--- src/rtl/reset_sequencer.sv ---
// reset_sequencer: turns a raw asynchronous reset into ordered, clock-synchronous per-stage resets.
// Optional watchdog (auto soft restart when not kicked) is enabled by defining RESET_SEQUENCER_WDT_EN.
module reset_sequencer #(
  parameter int STAGES      = 3,
  parameter int HOLD_CYCLES = 15,
  parameter int GAP_CYCLES  = 4,
  parameter int WDT_CYCLES  = 1024
) (
  input  logic              clk,
  input  logic              reset,
  input  logic              soft_req,
  input  logic              wdt_kick,
  output logic [STAGES-1:0] rst_out,
  output logic              done,
  output logic              wdt_fired
);

  localparam int HW = $clog2(HOLD_CYCLES + 1);
  localparam int GW = $clog2(GAP_CYCLES + 1);
  localparam int WW = $clog2(WDT_CYCLES + 1);

  localparam logic [HW-1:0]     HOLD_LAST = HW'(HOLD_CYCLES - 1);
  localparam logic [GW-1:0]     GAP_LAST  = GW'(GAP_CYCLES - 1);
  localparam logic [STAGES-1:0] ALL_SET   = {STAGES{1'b1}};
  localparam logic [STAGES-1:0] ALL_CLR   = {STAGES{1'b0}};

  typedef enum logic [1:0] {
    ST_SYNC    = 2'd0,
    ST_HOLD    = 2'd1,
    ST_RELEASE = 2'd2,
    ST_DONE    = 2'd3
  } state_t;

  state_t            state_r, state_s;
  logic [1:0]        sync_r, sync_s;
  logic [HW-1:0]     hcnt_r, hcnt_s;
  logic [GW-1:0]     gcnt_r, gcnt_s;
  logic [STAGES-1:0] rst_r, rst_s;
  logic              done_r, done_s;
  logic              timeout_s;

`ifdef RESET_SEQUENCER_WDT_EN
  localparam logic [WW-1:0] WDT_LAST = WW'(WDT_CYCLES - 1);

  logic [WW-1:0] wcnt_r, wcnt_s;
  logic          fired_r;

  // Timeout only when nothing of higher priority (soft_req, kick) is present this edge
  always_comb begin
    if ((state_r == ST_DONE) && !soft_req && !wdt_kick && (wcnt_r == WDT_LAST)) begin
      timeout_s = 1'b1;
    end else begin
      timeout_s = 1'b0;
    end
  end

  // Watchdog counter runs only in DONE; kicks clear it
  always_comb begin
    wcnt_s = {WW{1'b0}};
    if ((state_r == ST_DONE) && !soft_req && !timeout_s) begin
      if (wdt_kick) begin
        wcnt_s = {WW{1'b0}};
      end else begin
        wcnt_s = wcnt_r + WW'(1);
      end
    end else begin
      wcnt_s = {WW{1'b0}};
    end
  end

  // Watchdog counter and one-cycle fired flag
  always_ff @(posedge clk or posedge reset) begin
    if (reset) begin
      wcnt_r  <= {WW{1'b0}};
      fired_r <= 1'b0;
    end else begin
      wcnt_r  <= wcnt_s;
      fired_r <= timeout_s;
    end
  end

  assign wdt_fired = fired_r;
`else
  logic [WW:0] wdt_unused_s;

  assign wdt_unused_s = {wdt_kick, {WW{1'b0}}};
  assign timeout_s    = 1'b0;
  assign wdt_fired    = 1'b0;
`endif

  // Next-state and next-output logic; a restart wins over normal sequencing
  always_comb begin
    state_s = state_r;
    sync_s  = {sync_r[0], 1'b0};
    hcnt_s  = hcnt_r;
    gcnt_s  = gcnt_r;
    rst_s   = rst_r;
    done_s  = done_r;
    if ((soft_req && (state_r != ST_SYNC)) || timeout_s) begin
      state_s = ST_HOLD;
      hcnt_s  = {HW{1'b0}};
      gcnt_s  = {GW{1'b0}};
      rst_s   = ALL_SET;
      done_s  = 1'b0;
    end else begin
      case (state_r)
        ST_SYNC: begin
          hcnt_s = {HW{1'b0}};
          gcnt_s = {GW{1'b0}};
          // The edge that clears the second flop is the edge that enters HOLD
          if (sync_r != 2'b11) begin
            state_s = ST_HOLD;
          end else begin
            state_s = ST_SYNC;
          end
        end
        ST_HOLD: begin
          if (hcnt_r == HOLD_LAST) begin
            rst_s  = rst_r << 1'b1;
            hcnt_s = {HW{1'b0}};
            gcnt_s = {GW{1'b0}};
            if (rst_s == ALL_CLR) begin
              state_s = ST_DONE;
              done_s  = 1'b1;
            end else begin
              state_s = ST_RELEASE;
            end
          end else begin
            hcnt_s = hcnt_r + HW'(1);
          end
        end
        ST_RELEASE: begin
          // Stages release low-to-high, so a left shift frees the next one
          if (gcnt_r == GAP_LAST) begin
            rst_s  = rst_r << 1'b1;
            gcnt_s = {GW{1'b0}};
            if (rst_s == ALL_CLR) begin
              state_s = ST_DONE;
              done_s  = 1'b1;
            end else begin
              state_s = ST_RELEASE;
            end
          end else begin
            gcnt_s = gcnt_r + GW'(1);
          end
        end
        ST_DONE: begin
          state_s = ST_DONE;
        end
        default: begin
          state_s = ST_SYNC;
          sync_s  = 2'b11;
          hcnt_s  = {HW{1'b0}};
          gcnt_s  = {GW{1'b0}};
          rst_s   = ALL_SET;
          done_s  = 1'b0;
        end
      endcase
    end
  end

  // State, counters and registered outputs
  always_ff @(posedge clk or posedge reset) begin
    if (reset) begin
      state_r <= ST_SYNC;
      sync_r  <= 2'b11;
      hcnt_r  <= {HW{1'b0}};
      gcnt_r  <= {GW{1'b0}};
      rst_r   <= ALL_SET;
      done_r  <= 1'b0;
    end else begin
      state_r <= state_s;
      sync_r  <= sync_s;
      hcnt_r  <= hcnt_s;
      gcnt_r  <= gcnt_s;
      rst_r   <= rst_s;
      done_r  <= done_s;
    end
  end

  assign rst_out = rst_r;
  assign done    = done_r;

endmodule

--- config.mk ---
export PLATFORM = sky130hd
export DESIGN_NAME = reset_sequencer
export DESIGN_NICKNAME = d
export VERILOG_FILES = /design/src/rtl/reset_sequencer.sv
export SDC_FILE = /design/constraint.sdc
export NUM_CORES = 1
export LEC_CHECK = 0
export ABC_AREA = 1
export CORE_UTILIZATION = 38
export DETAILED_ROUTE_END_ITERATION = 6
export HOLD_SLACK_MARGIN = 0.02
export SLEW_MARGIN = 25
export SYNTH_ARGS = -nofsm -noshare
export SYNTH_HDL_FRONTEND = slang
export SYNTH_SLANG_ARGS = --single-unit
--- constraint.sdc ---
create_clock -name clk -period 3.1 [get_ports clk]
set_input_delay 0.31 -clock clk [delete_from_list [all_inputs] [get_ports clk]]
set_output_delay 0.31 -clock clk [all_outputs]
set_load 0.05 [all_outputs]
==> flow_summary.ini <==
[setup_path]
cp.arrival_ns = 1.63
cp_cell_sequence = clkdlybuf4s50_1
r2r_start = state_r[0]
cp_top_family = buffers and inverters
setup.worst_path.class = reg2out
r2r.worst_path.cells = 7
cp-start-kind = register
timing.rr.end = state_r[0]
crit_fanout = 3
cp.required_ns = 2.79
cp_num_buf_inv = 1
setup.worst_path.end_class = primary output
max_stage_delay_ns = 0.80
rrSetupSlack_ns = 1.47
cpMaxStageDelayCell = clkdlybuf4s50_1

[cells_and_area]
multi_input_area_um2 = 459.2
diodes = 0
seqCellArea_um2 = 381.6
final_cell_mix = nand2_1 (32), inv_1 (13), nand3_1 (10), dfrtp_1 (10)
final_nets = 132
mostFrequentLayoutCell = nand2_1
synthToLayoutAreaGrowth_pct = 11.71
drive_above_1_share = 0.1583
fin_cells = 148
fillers = 239

[timing]
maxSlewViolCount = 0
finalCritPeriodShare = 0.6264
clock_skew_ns = 0.002382
tightest_slew_ns = 0.5650
setup_viol = 0
min_period_ns = 1.942
setup_tns_ns = 0
rsz0062_at_grt = no
relSlewSlack = 0.6229
final_hold_viol_count = 0
max_freq_mhz = 515.0

[power]
leakage_uw = 0.0005199
p_per_area_nw_per_um2 = 1014
ir_drop_mv = 0.6250

[logic_synthesis]
synth_area_leaders = dfrtp_1 (28%), dfstp_2 (14%), nand2_1 (13%)
synth_area_um2 = 908.4
seq_area_frac_synth = 0.4201
synthCells = 111
syn_area_per_cell_um2 = 8.184
synth_area_leader_cell = dfrtp_1
yosys_warnings = 0
yosys_register_bits = 15
synth_cell_type_count = 20
synth_top_cell_area_share = 0.2755

[placed_design]
io_buffers = 6
gp_congestion = 0.8355
dpl.hpwl_um = 1209
dp.cells = 144

[routing]
maxUsedRoutingLayer = met4
wl_um = 1614
wl_met3_um = 30
wl_met1_um = 832
firstDrtPassIters = 4
vias = 722
dr_wl_met2_um = 719
drc_errors = 0
final_antenna_net_count = 0
wl_per_cell_um = 10.91
post_drt_via_cell_ratio = 4.878
first_iter_violations = 10

[floorplan]
start_util = 0.4067
num_io_pins = 9
die_area_um2 = 2590
die_height_um = 50.89
rows = 17
die_w_um = 50.89
core_um2 = 2233

[cts]
ctsHoldBuffers = 0
postCtsSetupRepairBufs = 0
numClockSinks = 15
cts_tree = yes
clock-root-buffer = clkbuf_4
worstSkewPairLatency_ns = 0.28
cts_buffer_depth = 2
cts.clk_slew.worst_paths_ns = 0.09
h-tree-depth = 1
numCtsBuffers = 3
ctsResizeCount = 0

[global_routing]
grt_pass1_wl_um = 2932
track_usage = 0.1574
grt_max_degree = 16
antenna_found_initial = 0
grt.overflow.total = 0
grt_pass1_vias = 681

[min_path]
hp-class = in2async

[status]
status = completed

[flow_run]
cap_violations = 0
-- cells in the mapped netlist (all sizes together) --
cell / n
dfrtp: 10
nor2: 9
nor3: 1
dfstp: 5
nand4: 6
o21ai: 3
nand3: 14
ha: 7
nand2: 36
conb: 1
inv: 14
buf: 2
a21oi: 3
-- kinds of logic after synthesis --
family	after synthesis	synth area share
adder cells (fa/ha/maj)	7	0.09641
AO/OA/AOI/OAI	6	0.03305
other	1	0.004128
flip-flops	15	0.4201
AND/OR/NAND/NOR	66	0.3678
buffers and inverters	16	0.07851
-- power by group --
| part | switching [µW] | internal (µW) |
|---|---|---|
| registers | 53.9 | 271 |
| logic | 397 | 194 |
| clock network | 62.7 | 50.0 |
| total | 514 | 515 |
-- stage by stage --
stage / hold slack, ns / area, µm² / utilization / setup WS [ns] / power [µW]
3_5_place_dp: 0.3595 / 988.4 / 0.4426 / 1.469 / 920.4
4_1_cts: 0.3737 / 1015 / 0.4543 / 1.146 / 1040
2_1_floorplan: 0.2079 / 912.1 / - / 1.693 / 798.0
5_1_grt: 0.3804 / 1015 / 0.4543 / 1.117 / 1129
3_3_place_gp: 0.3566 / 988.4 / 0.4426 / 1.473 / 908.7
6_report: 0.3664 / 1015 / 0.4543 / 1.158 / 1029
-- final cells by class --
type	count	area share
clock buffers	4	0.02589
inverters	14	0.05179
multi-input cells	81	0.4525
flip-flops and latches	15	0.3761
well taps	28	0.03453
repair buffers	6	0.05919
-- routing by layer --
| layer | vias to the layer above | GRT usage |
|---|---|---|
| li1 | 371 | - |
| met1 | 340 | 0.2049 |
| met2 | 7 | 0.2422 |
| met3 | 4 | 0.03571 |
| met4 | 0 | 0.08333 |
| met5 | - | 0 |
-- worst max path at each step --
| stage | startpoint | endpoint | slack (ns) | depth (start not counted) |
|---|---|---|---|---|
| detailed placement | rst_out[1] | rst_out[1] | 1.47 | 1 |
| CTS | rst_out[1] | rst_out[1] | 1.15 | 1 |
| global route | rst_out[1] | rst_out[1] | 1.12 | 1 |
| finish | rst_out[1] | rst_out[1] | 1.16 | 1 |
| global placement | rst_out[1] | rst_out[1] | 1.47 | 1 |
| floorplan | state_r[0] | hcnt_r[0] | 1.69 | 9 |
-- sequential cells by signal (all words and copies together) (netlist names) --
signal / cells
done: 1
hcnt_r: 4
state_r: 2
sync_r: 2
gcnt_r: 3
rst_out: 3
Note: power is estimated with default switching activity, not from simulation.
